==> config.mk <==
export PLATFORM = sky130hd
export DESIGN_NAME = mips_bus_arbiter
export DESIGN_NICKNAME = d
export VERILOG_FILES = /design/src/rtl/mips_bus_arbiter_pkg.sv /design/src/rtl/mips_bus_rr_arb.sv /design/src/rtl/mips_bus_arbiter.sv
export SDC_FILE = /design/constraint.sdc
export NUM_CORES = 1
export LEC_CHECK = 0
export ABC_CLOCK_PERIOD_IN_PS = 3050
export CORE_MARGIN = 3
export CORE_UTILIZATION = 30
export CTS_CLUSTER_SIZE = 8
export DETAILED_ROUTE_END_ITERATION = 7
export PLACE_DENSITY_LB_ADDON = 0.15
export SLEW_MARGIN = 40
export SYNTH_ARGS = -nofsm -noshare
export SYNTH_HDL_FRONTEND = slang
export SYNTH_SLANG_ARGS = --single-unit
==> constraint.sdc <==
create_clock -name clk -period 3.05 [get_ports clk]
set_clock_uncertainty 0.15 [all_clocks]
set_input_delay 0.4575 -clock clk [delete_from_list [all_inputs] [get_ports clk]]
set_output_delay 0.4575 -clock clk [all_outputs]
set_load 0.01 [all_outputs]
==> src/rtl/mips_bus_arbiter_pkg.sv <==
// Shared types and constants for the two-master MIPS bus arbiter.
package mips_bus_pkg;

    // Arbiter FSM: pick a master, drive the slave, hand the result back.
    typedef enum logic [1:0] {
        IDLE     = 2'd0,
        ISSUE    = 2'd1,
        COMPLETE = 2'd2
    } state_t;

    // Master index: M0 = instruction fetch, M1 = load/store data.
    typedef enum logic {
        M0 = 1'b0,
        M1 = 1'b1
    } master_t;

    // Read data handed to a master whose access was aborted by the watchdog.
    localparam logic [31:0] ABORT_DATA_DEFAULT = 32'hFFFF_FFFF;

endpackage

==> src/rtl/mips_bus_rr_arb.sv <==
// Combinational 2-way round-robin picker: the master not granted last wins a tie.
module mips_bus_rr_arb
    import mips_bus_pkg::*;
(
    input  logic [1:0] i_req,
    input  master_t    i_last_grant,
    output logic       o_grant_valid,
    output master_t    o_grant_idx
);

    // Lone requester wins outright; on a tie, grant whoever was not served last.
    always_comb begin
        o_grant_valid = |i_req;
        o_grant_idx   = M0;
        if (i_req == 2'b11)
            o_grant_idx = (i_last_grant == M0) ? M1 : M0;
        else if (i_req[1])
            o_grant_idx = M1;
    end

endmodule

==> src/rtl/mips_bus_arbiter.sv <==
// Shares one Avalon-style memory bus between instruction fetch (M0) and
// load/store (M1). One transaction in flight at a time, round-robin grant,
// and a watchdog that aborts slave accesses stalled for TIMEOUT cycles.
module mips_bus_arbiter
    import mips_bus_pkg::*;
#(
    parameter int                ADDR_W     = 32,
    parameter int                DATA_W     = 32,
    parameter int                TIMEOUT    = 1024,
    parameter logic [DATA_W-1:0] ABORT_DATA = DATA_W'(ABORT_DATA_DEFAULT)
) (
    input  logic                clk,
    input  logic                reset,
    // master 0: instruction fetch
    input  logic [ADDR_W-1:0]   m0_address,
    input  logic                m0_read,
    input  logic                m0_write,
    input  logic [DATA_W-1:0]   m0_writedata,
    input  logic [DATA_W/8-1:0] m0_byteenable,
    output logic [DATA_W-1:0]   m0_readdata,
    output logic                m0_waitrequest,
    // master 1: load/store
    input  logic [ADDR_W-1:0]   m1_address,
    input  logic                m1_read,
    input  logic                m1_write,
    input  logic [DATA_W-1:0]   m1_writedata,
    input  logic [DATA_W/8-1:0] m1_byteenable,
    output logic [DATA_W-1:0]   m1_readdata,
    output logic                m1_waitrequest,
    // memory side
    output logic [ADDR_W-1:0]   address,
    output logic                read,
    output logic                write,
    output logic [DATA_W-1:0]   writedata,
    output logic [DATA_W/8-1:0] byteenable,
    input  logic [DATA_W-1:0]   readdata,
    input  logic                waitrequest,
    output logic                timeout_err
);

    // A zero TIMEOUT disables the watchdog; keep the counter at least one bit wide.
    localparam int                CNT_W    = (TIMEOUT > 0) ? $clog2(TIMEOUT + 1) : 1;
    localparam logic [CNT_W-1:0]  CNT_LAST = (TIMEOUT > 0) ? CNT_W'(TIMEOUT - 1) : '0;
    localparam logic [CNT_W-1:0]  CNT_MAX  = '1;

    state_t              r_state;
    master_t             r_grant;
    master_t             r_last_grant;
    logic                r_is_read;
    logic                r_abort;
    logic [CNT_W-1:0]    r_cnt;
    logic [ADDR_W-1:0]   r_address;
    logic                r_read;
    logic                r_write;
    logic [DATA_W-1:0]   r_writedata;
    logic [DATA_W/8-1:0] r_byteenable;
    logic                r_m0_wait;
    logic                r_m1_wait;
    logic                r_timeout_err;

    logic                w_grant_valid;
    master_t             w_grant_idx;
    logic                w_sel_m1;
    logic                w_sel_wr;
    logic                w_done_rd;
    logic [DATA_W-1:0]   w_rdata;

    mips_bus_rr_arb u_rr_arb (
        .i_req         ({m1_read | m1_write, m0_read | m0_write}),
        .i_last_grant  (r_last_grant),
        .o_grant_valid (w_grant_valid),
        .o_grant_idx   (w_grant_idx)
    );

    // Winner's request; read+write together is treated as a write.
    assign w_sel_m1 = (w_grant_idx == M1);
    assign w_sel_wr = w_sel_m1 ? m1_write : m0_write;

    // Memory readdata arrives in the COMPLETE cycle, so it is steered straight
    // through to the granted master rather than registered.
    assign w_done_rd   = (r_state == COMPLETE) && r_is_read;
    assign w_rdata     = r_abort ? ABORT_DATA : readdata;
    assign m0_readdata = (w_done_rd && r_grant == M0) ? w_rdata : '0;
    assign m1_readdata = (w_done_rd && r_grant == M1) ? w_rdata : '0;

    assign m0_waitrequest = r_m0_wait;
    assign m1_waitrequest = r_m1_wait;
    assign address        = r_address;
    assign read           = r_read;
    assign write          = r_write;
    assign writedata      = r_writedata;
    assign byteenable     = r_byteenable;
    assign timeout_err    = r_timeout_err;

    // Arbitration FSM with registered slave strobes and master waitrequests.
    always_ff @(posedge clk or posedge reset) begin
        if (reset) begin
            r_state       <= IDLE;
            r_grant       <= M0;
            r_last_grant  <= M1;
            r_is_read     <= 1'b0;
            r_abort       <= 1'b0;
            r_cnt         <= '0;
            r_address     <= '0;
            r_read        <= 1'b0;
            r_write       <= 1'b0;
            r_writedata   <= '0;
            r_byteenable  <= '0;
            r_m0_wait     <= 1'b1;
            r_m1_wait     <= 1'b1;
            r_timeout_err <= 1'b0;
        end else begin
            case (r_state)
                IDLE: begin
                    if (w_grant_valid) begin
                        r_grant      <= w_grant_idx;
                        r_last_grant <= w_grant_idx;
                        r_address    <= w_sel_m1 ? m1_address    : m0_address;
                        r_writedata  <= w_sel_m1 ? m1_writedata  : m0_writedata;
                        r_byteenable <= w_sel_m1 ? m1_byteenable : m0_byteenable;
                        r_write      <= w_sel_wr;
                        r_read       <= ~w_sel_wr;
                        r_is_read    <= ~w_sel_wr;
                        r_state      <= ISSUE;
                    end
                end
                ISSUE: begin
                    if (!waitrequest) begin
                        // accepted: result comes back next cycle
                        r_read    <= 1'b0;
                        r_write   <= 1'b0;
                        r_m0_wait <= (r_grant != M0);
                        r_m1_wait <= (r_grant != M1);
                        r_state   <= COMPLETE;
                    end else if (TIMEOUT != 0 && r_cnt == CNT_LAST) begin
                        // this is the TIMEOUT-th stalled cycle: give up on the slave
                        r_cnt         <= r_cnt + 1'b1;
                        r_read        <= 1'b0;
                        r_write       <= 1'b0;
                        r_abort       <= 1'b1;
                        r_timeout_err <= 1'b1;
                        r_m0_wait     <= (r_grant != M0);
                        r_m1_wait     <= (r_grant != M1);
                        r_state       <= COMPLETE;
                    end else if (r_cnt != CNT_MAX) begin
                        r_cnt <= r_cnt + 1'b1;
                    end
                end
                COMPLETE: begin
                    r_m0_wait <= 1'b1;
                    r_m1_wait <= 1'b1;
                    r_cnt     <= '0;
                    r_abort   <= 1'b0;
                    r_state   <= IDLE;
                end
                default: begin
                    r_read  <= 1'b0;
                    r_write <= 1'b0;
                    r_state <= IDLE;
                end
            endcase
        end
    end

endmodule

======== Word level (Yosys, flattened, before mapping) ========
Cells that the tools add are included.
storage, ports and cells
  flip-flop bits (word level) ............. 90
  latch bits .............................. 0
  memory bits (writable) .................. 0
  bits in read-only memories .............. 0
  input bits .............................. 175
  output and inout port bits .............. 137
  memories ................................ 0
cells by class
  add/sub/neg operators ................... 1
  multiply operators ...................... 0
  divide/modulo/power cells ............... 0
  magnitude comparators ................... 0
  equal/unequal tests ..................... 10
  shift operators ......................... 0
  muxes and demuxes ....................... 33
  bitwise gates (word level) .............. 5
  reductions and logical operators ........ 13
operator list
  kind                                                                      number
  32-bit two-way mux                                                        5
  11-bit two-way mux                                                        3
  11-bit case mux with 2 select lines                                       1
  1-bit two-way mux                                                         14
  3-bit AND reduction                                                       4
  11-bit by 1-bit adder with 11-bit output (second input constant)          1
  11-bit by 10-bit equality test with 1-bit output (second input constant)  1
  11-bit inequality test (second input constant)                            1
  2-bit two-way mux                                                         3
  3-bit inequality test (second input constant)                             2
  1-bit case mux with 2 select lines                                        3
  1-bit case mux with 3 select lines                                        2
  2-bit AND reduction                                                       3
  2-bit equality test (second input constant)                               2
  4-bit two-way mux                                                         1
  2-bit inequality test (second input constant)                             2
  2-bit case mux with 2 select lines                                        1
  1-bit logical AND                                                         3
  1-bit inverter                                                            3
  2-bit by 1-bit equality test with 1-bit output (second input constant)    1
  2-bit zero test                                                           1
  2-bit by 1-bit inequality test with 1-bit output (second input constant)  1
  1-bit OR                                                                  2
  2-bit nonzero test                                                        1
  2-bit OR reduction                                                        1

======== Longest topological paths before layout ========
  word-level depth ........................ 7
  mapped depth ............................ 6
  gate-level depth less buffers ........... 5

======== By module ========
From an unflattened synthesis, not the netlist that was laid out.
second synthesis, totals
  cell total of the unflattened synthesis .. 514
  area total of the unflattened synthesis .. 4566.9 sq um
by module, submodules not included
  module            instances  cells each  area an instance (sq um)  sequential area each (sq um)
  mips_bus_arbiter  1          512         4553.1                    2255.9
  mips_bus_rr_arb   1          2           13.8                      0.0

======== Worst setup path before layout ========
Ideal clock, no wire load.
  path type ............................... reg2out
  start point ............................. reg r_state[0]
  end point ............................... out m1_readdata[10]
  data arrival time ....................... 1.533 ns
  data required time ...................... 2.442 ns
  path slack .............................. 0.910 ns
  cell stages (with the launch flop) ...... 6
  path buffers ............................ 2
  path through ............................ dfrtp_1 clkbuf_1 nor2_1 nand3_1 clkbuf_1 nor2_1
between the ends
  longest elaborated chain between the ends .. 4
ends and longest elaborated chain
  item                    RTL line                 text
  from (decl)             mips_bus_arbiter.sv:46   state_t r_state;
  from (signal assigned)  mips_bus_arbiter.sv:98   r_state <= IDLE;
  from (signal assigned)  mips_bus_arbiter.sv:124  r_state <= ISSUE;
  from (signal assigned)  mips_bus_arbiter.sv:134  r_state <= COMPLETE;
  2-bit equality test     mips_bus_arbiter.sv:81   assign w_done_rd = (r_state == COMPLETE) && r_is_read;
  1-bit logical AND       mips_bus_arbiter.sv:81
  1-bit logical AND       mips_bus_arbiter.sv:84   assign m1_readdata = (w_done_rd && r_grant == M1) ? w_rdata : '0;
  32-bit two-way mux      mips_bus_arbiter.sv:84
  to (decl)               mips_bus_arbiter.sv:28   output logic [DATA_W-1:0] m1_readdata,
No other way between the ends.

======== Worst setup path after layout ========
  start point ............................. reg r_abort
  end point ............................... out m0_readdata[28]
between the ends
  longest elaborated chain between the ends .. 2
ends and longest elaborated chain
  item                    RTL line                 text
  from (decl)             mips_bus_arbiter.sv:50   logic r_abort;
  from (signal assigned)  mips_bus_arbiter.sv:102  r_abort <= 1'b0;
  from (signal assigned)  mips_bus_arbiter.sv:140  r_abort <= 1'b1;
  from (signal assigned)  mips_bus_arbiter.sv:153  r_abort <= 1'b0;
  32-bit two-way mux      mips_bus_arbiter.sv:82   assign w_rdata = r_abort ? ABORT_DATA : readdata;
  32-bit two-way mux      mips_bus_arbiter.sv:83   assign m0_readdata = (w_done_rd && r_grant == M0) ? w_rdata : '0;
  to (decl)               mips_bus_arbiter.sv:20   output logic [DATA_W-1:0] m0_readdata,
No other way between the ends.

==> qor.txt <==
outcome: completed
count of boundary I/O pins: 312
DR DRC count: 0
classification of the worst-slack hold path: reg2reg
Antenna Violating Nets Remaining: 0
setup slack on the worst flop-to-flop path: 0.96 ns
estimated wirelength of the detail-placed design: 12.4 mm
PD cells: 756 mW/mm^2
Die Span X: 130 microns
initial core utilization: 0.312
Port-buffer cells: 311
Worst IR Drop VDD: 398 uV
number of nets produced by synthesis: 694
wire length of the first global-routing pass: 23.9 mm
CP Capture Type: output pin
area of the die: 0.0169 sq mm
clock network latency to the later pin of the worst-skew pair: 0.33 ns
most used flip-flop cell after synthesis: sky130_fd_sc_hd__dfrtp_1
clock tree from TritonCTS: done
unrepaired setup endpoints after global routing: no
transition at the pin with the smallest max-transition slack: 0.759 ns
highest fanout seen on the critical path: 23
synthesized area per cell: 8.88 sq um
number of hold violations in the final report: 0
final standard cell utilization of the core: 0.559
Post-synth EDFFs: 0
type of the setup path with the least slack: reg2out
number of buffers between clock root and the deepest sink: 2
count of hold buffers inserted by post-cts repair: 0
FF+latch count, synth: 90
floorplan row count: 44
detailed router's first-iteration violation count: 146
fraction of the cycle the final worst path needs: 0.920
sinks on the clock net: 90
Critical Path Start Type: register
leading cell type in the layout, fill and taps excluded: sky130_fd_sc_hd__clkdlybuf4s50_1
number of fillers in the final layout: 1269
total number of vias: 4777
total area of multi-input combinational cells: 0.00220 sq mm
Max-slew headroom: 0.494
area taken by flip-flops and latches: 0.00226 sq mm
Syn Inst Count: 518
Worst EP required: 2.44 ns
Std-Cell Core Area: 0.0148 sq mm
Post-layout nets: 993
CTS Root Buffer Type: sky130_fd_sc_hd__clkbuf_16
max_cap viols: 0
number of antenna violations at the first check in global routing: 0
clock buffers created by TritonCTS: 9
sequential fraction of the synthesis area: 0.490
floorplan die height: 130 microns
clock transition time at the flip-flop clock pins of the worst setup and hold paths: 0.06 ns
standby leakage power: 3.56 nW
share of post-route cells with drive strength above 1: 0.0511
layout overhead on the synthesized area: 79.1%
wire per inst: 15.6 microns
remaining global-route overflow: 0
Post-synth ARST share: 1.00
count of distinct cell types in the synthesized netlist: 36
post-CTS repair timing setup buffer count: 0
via count of the first global-routing pass: 4778
H-tree level count: 3
first-pass detailed-route iteration total: 4
data arrival time at the worst-slack endpoint: 2.20 ns
GRT Resource Usage Total: 0.179
Highest Clock Rate: 357 MHz
number of slew-limit violations in the final report: 0
maximum number of pins on one net before global-route repair: 91
sum of negative setup slack: 0 ns
routed wire length: 15.7 mm
final count of negative-setup-slack endpoints: 0
commonest cells after routing, fill and taps aside: 311 x sky130_fd_sc_hd__clkdlybuf4s50_1, 109 x sky130_fd_sc_hd__nor2_1, 87 x sky130_fd_sc_hd__dfrtp_1, 76 x sky130_fd_sc_hd__o21ai_0, 76 x sky130_fd_sc_hd__nand2_1
final RePlAce weighted congestion: 0.788
average vias per placed instance: 4.75
post-cts gate resize count: 0
area of the mapped netlist: 0.00460 sq mm
Antenna Cells: 0
number of synthesis warnings: 0
final critical delay including setup and external delays: 2.80 ns
[cell usage after synthesis, drive strengths merged (2+ instances only)]
cell | n | area share
or2 | 2 | 0.0027
inv | 5 | 0.0041
mux2i | 69 | 0.15
dfstp | 3 | 0.017
or4 | 3 | 0.0052
nor3 | 2 | 0.0022
buf | 8 | 0.0087
a31oi | 3 | 0.0041
o21ai | 77 | 0.084
o22a | 2 | 0.0038
nand2 | 76 | 0.062
o31ai | 6 | 0.0098
nor2 | 109 | 0.089
a311oi | 2 | 0.0038
nand2b | 4 | 0.0054
nand3 | 7 | 0.0076
a21oi | 7 | 0.0076
a21o | 2 | 0.0033
nand4 | 3 | 0.0073
dfrtp | 87 | 0.47
clkbuf | 28 | 0.023
[metrics by stage]
| stage | cells | setup WS [ns] | hold slack, ns | instance area (sq um) | total power [W] |
|---|---|---|---|---|---|
| CTS | 1006 | 0.135 | 0.329 | 8240 | 0.00634 |
| global route | 1006 | 0.0885 | 0.342 | 8240 | 0.00671 |
| finish | 1006 | 0.245 | 0.318 | 8240 | 0.00623 |
| global placement | 990 | 0.496 | 0.304 | 7960 | 0.00514 |
| floorplan | 518 | 0.112 | 0.328 | 4600 | 0.00348 |
| detailed placement | 990 | 0.481 | 0.313 | 7960 | 0.00522 |
[worst max-delay path, cell delays in order (launching register included)]
cell	delay, ns
sky130_fd_sc_hd__dfrtp_1	0.83
sky130_fd_sc_hd__buf_4	0.30
sky130_fd_sc_hd__nor2_1	0.08
sky130_fd_sc_hd__nor2_1	0.10
sky130_fd_sc_hd__clkdlybuf4s50_1	0.56
[power breakdown]
part,switching [W],internal [W]
clock,0.000453,0.000630
sequential,0.000307,0.00174
combinational,0.00147,0.00163
[cell type report]
cell class                 count  share of cell area
timing repair buffer         324               0.394
sequential                    90               0.274
multi-input combinational    387               0.267
tap                          184              0.0279
clock buffer                  10              0.0278
clock inverter                 6             0.00698
inverter                       5             0.00243
[registers in the layout, indices dropped and copies added, names as in the netlist, 2 cells and up]
signal and cells:
address 32, writedata 32, r_cnt 11, r_state 2
byteenable 4
[per-layer routing]
layer,global-route usage,part of all wire
met3,0.0651,0.11
met5,0,0
met4,0.0550,0.014
met2,0.340,0.52
met1,0.181,0.35
[final timing paths]
path	to	depth (start not counted)	startpoint
worst min-delay path	timeout_err$_DFFE_PP0P_	1	timeout_err$_DFFE_PP0P_
worst min register to register	timeout_err$_DFFE_PP0P_	1	timeout_err$_DFFE_PP0P_
min in group asynchronous	writedata[22]$_DFFE_PP0P_	3	reset
max in group asynchronous	r_last_grant$_DFFE_PP1P_	3	reset
worst max-delay path	m0_readdata[28]	4	r_abort$_DFFE_PP0P_
worst max register to register	r_cnt[2]$_DFFE_PP0P_	5	r_cnt[0]$_DFFE_PP0P_
[cells by family after synthesis]
kind of cell / count (synthesis) / synth area share
compound gates: 105 / 0.127
fa+ha+maj: 1 / 0.00272
buf+inv: 41 / 0.0356
flops: 90 / 0.490
mux: 69 / 0.150
simple gates: 212 / 0.194
Power figures use the tool's default switching activity.
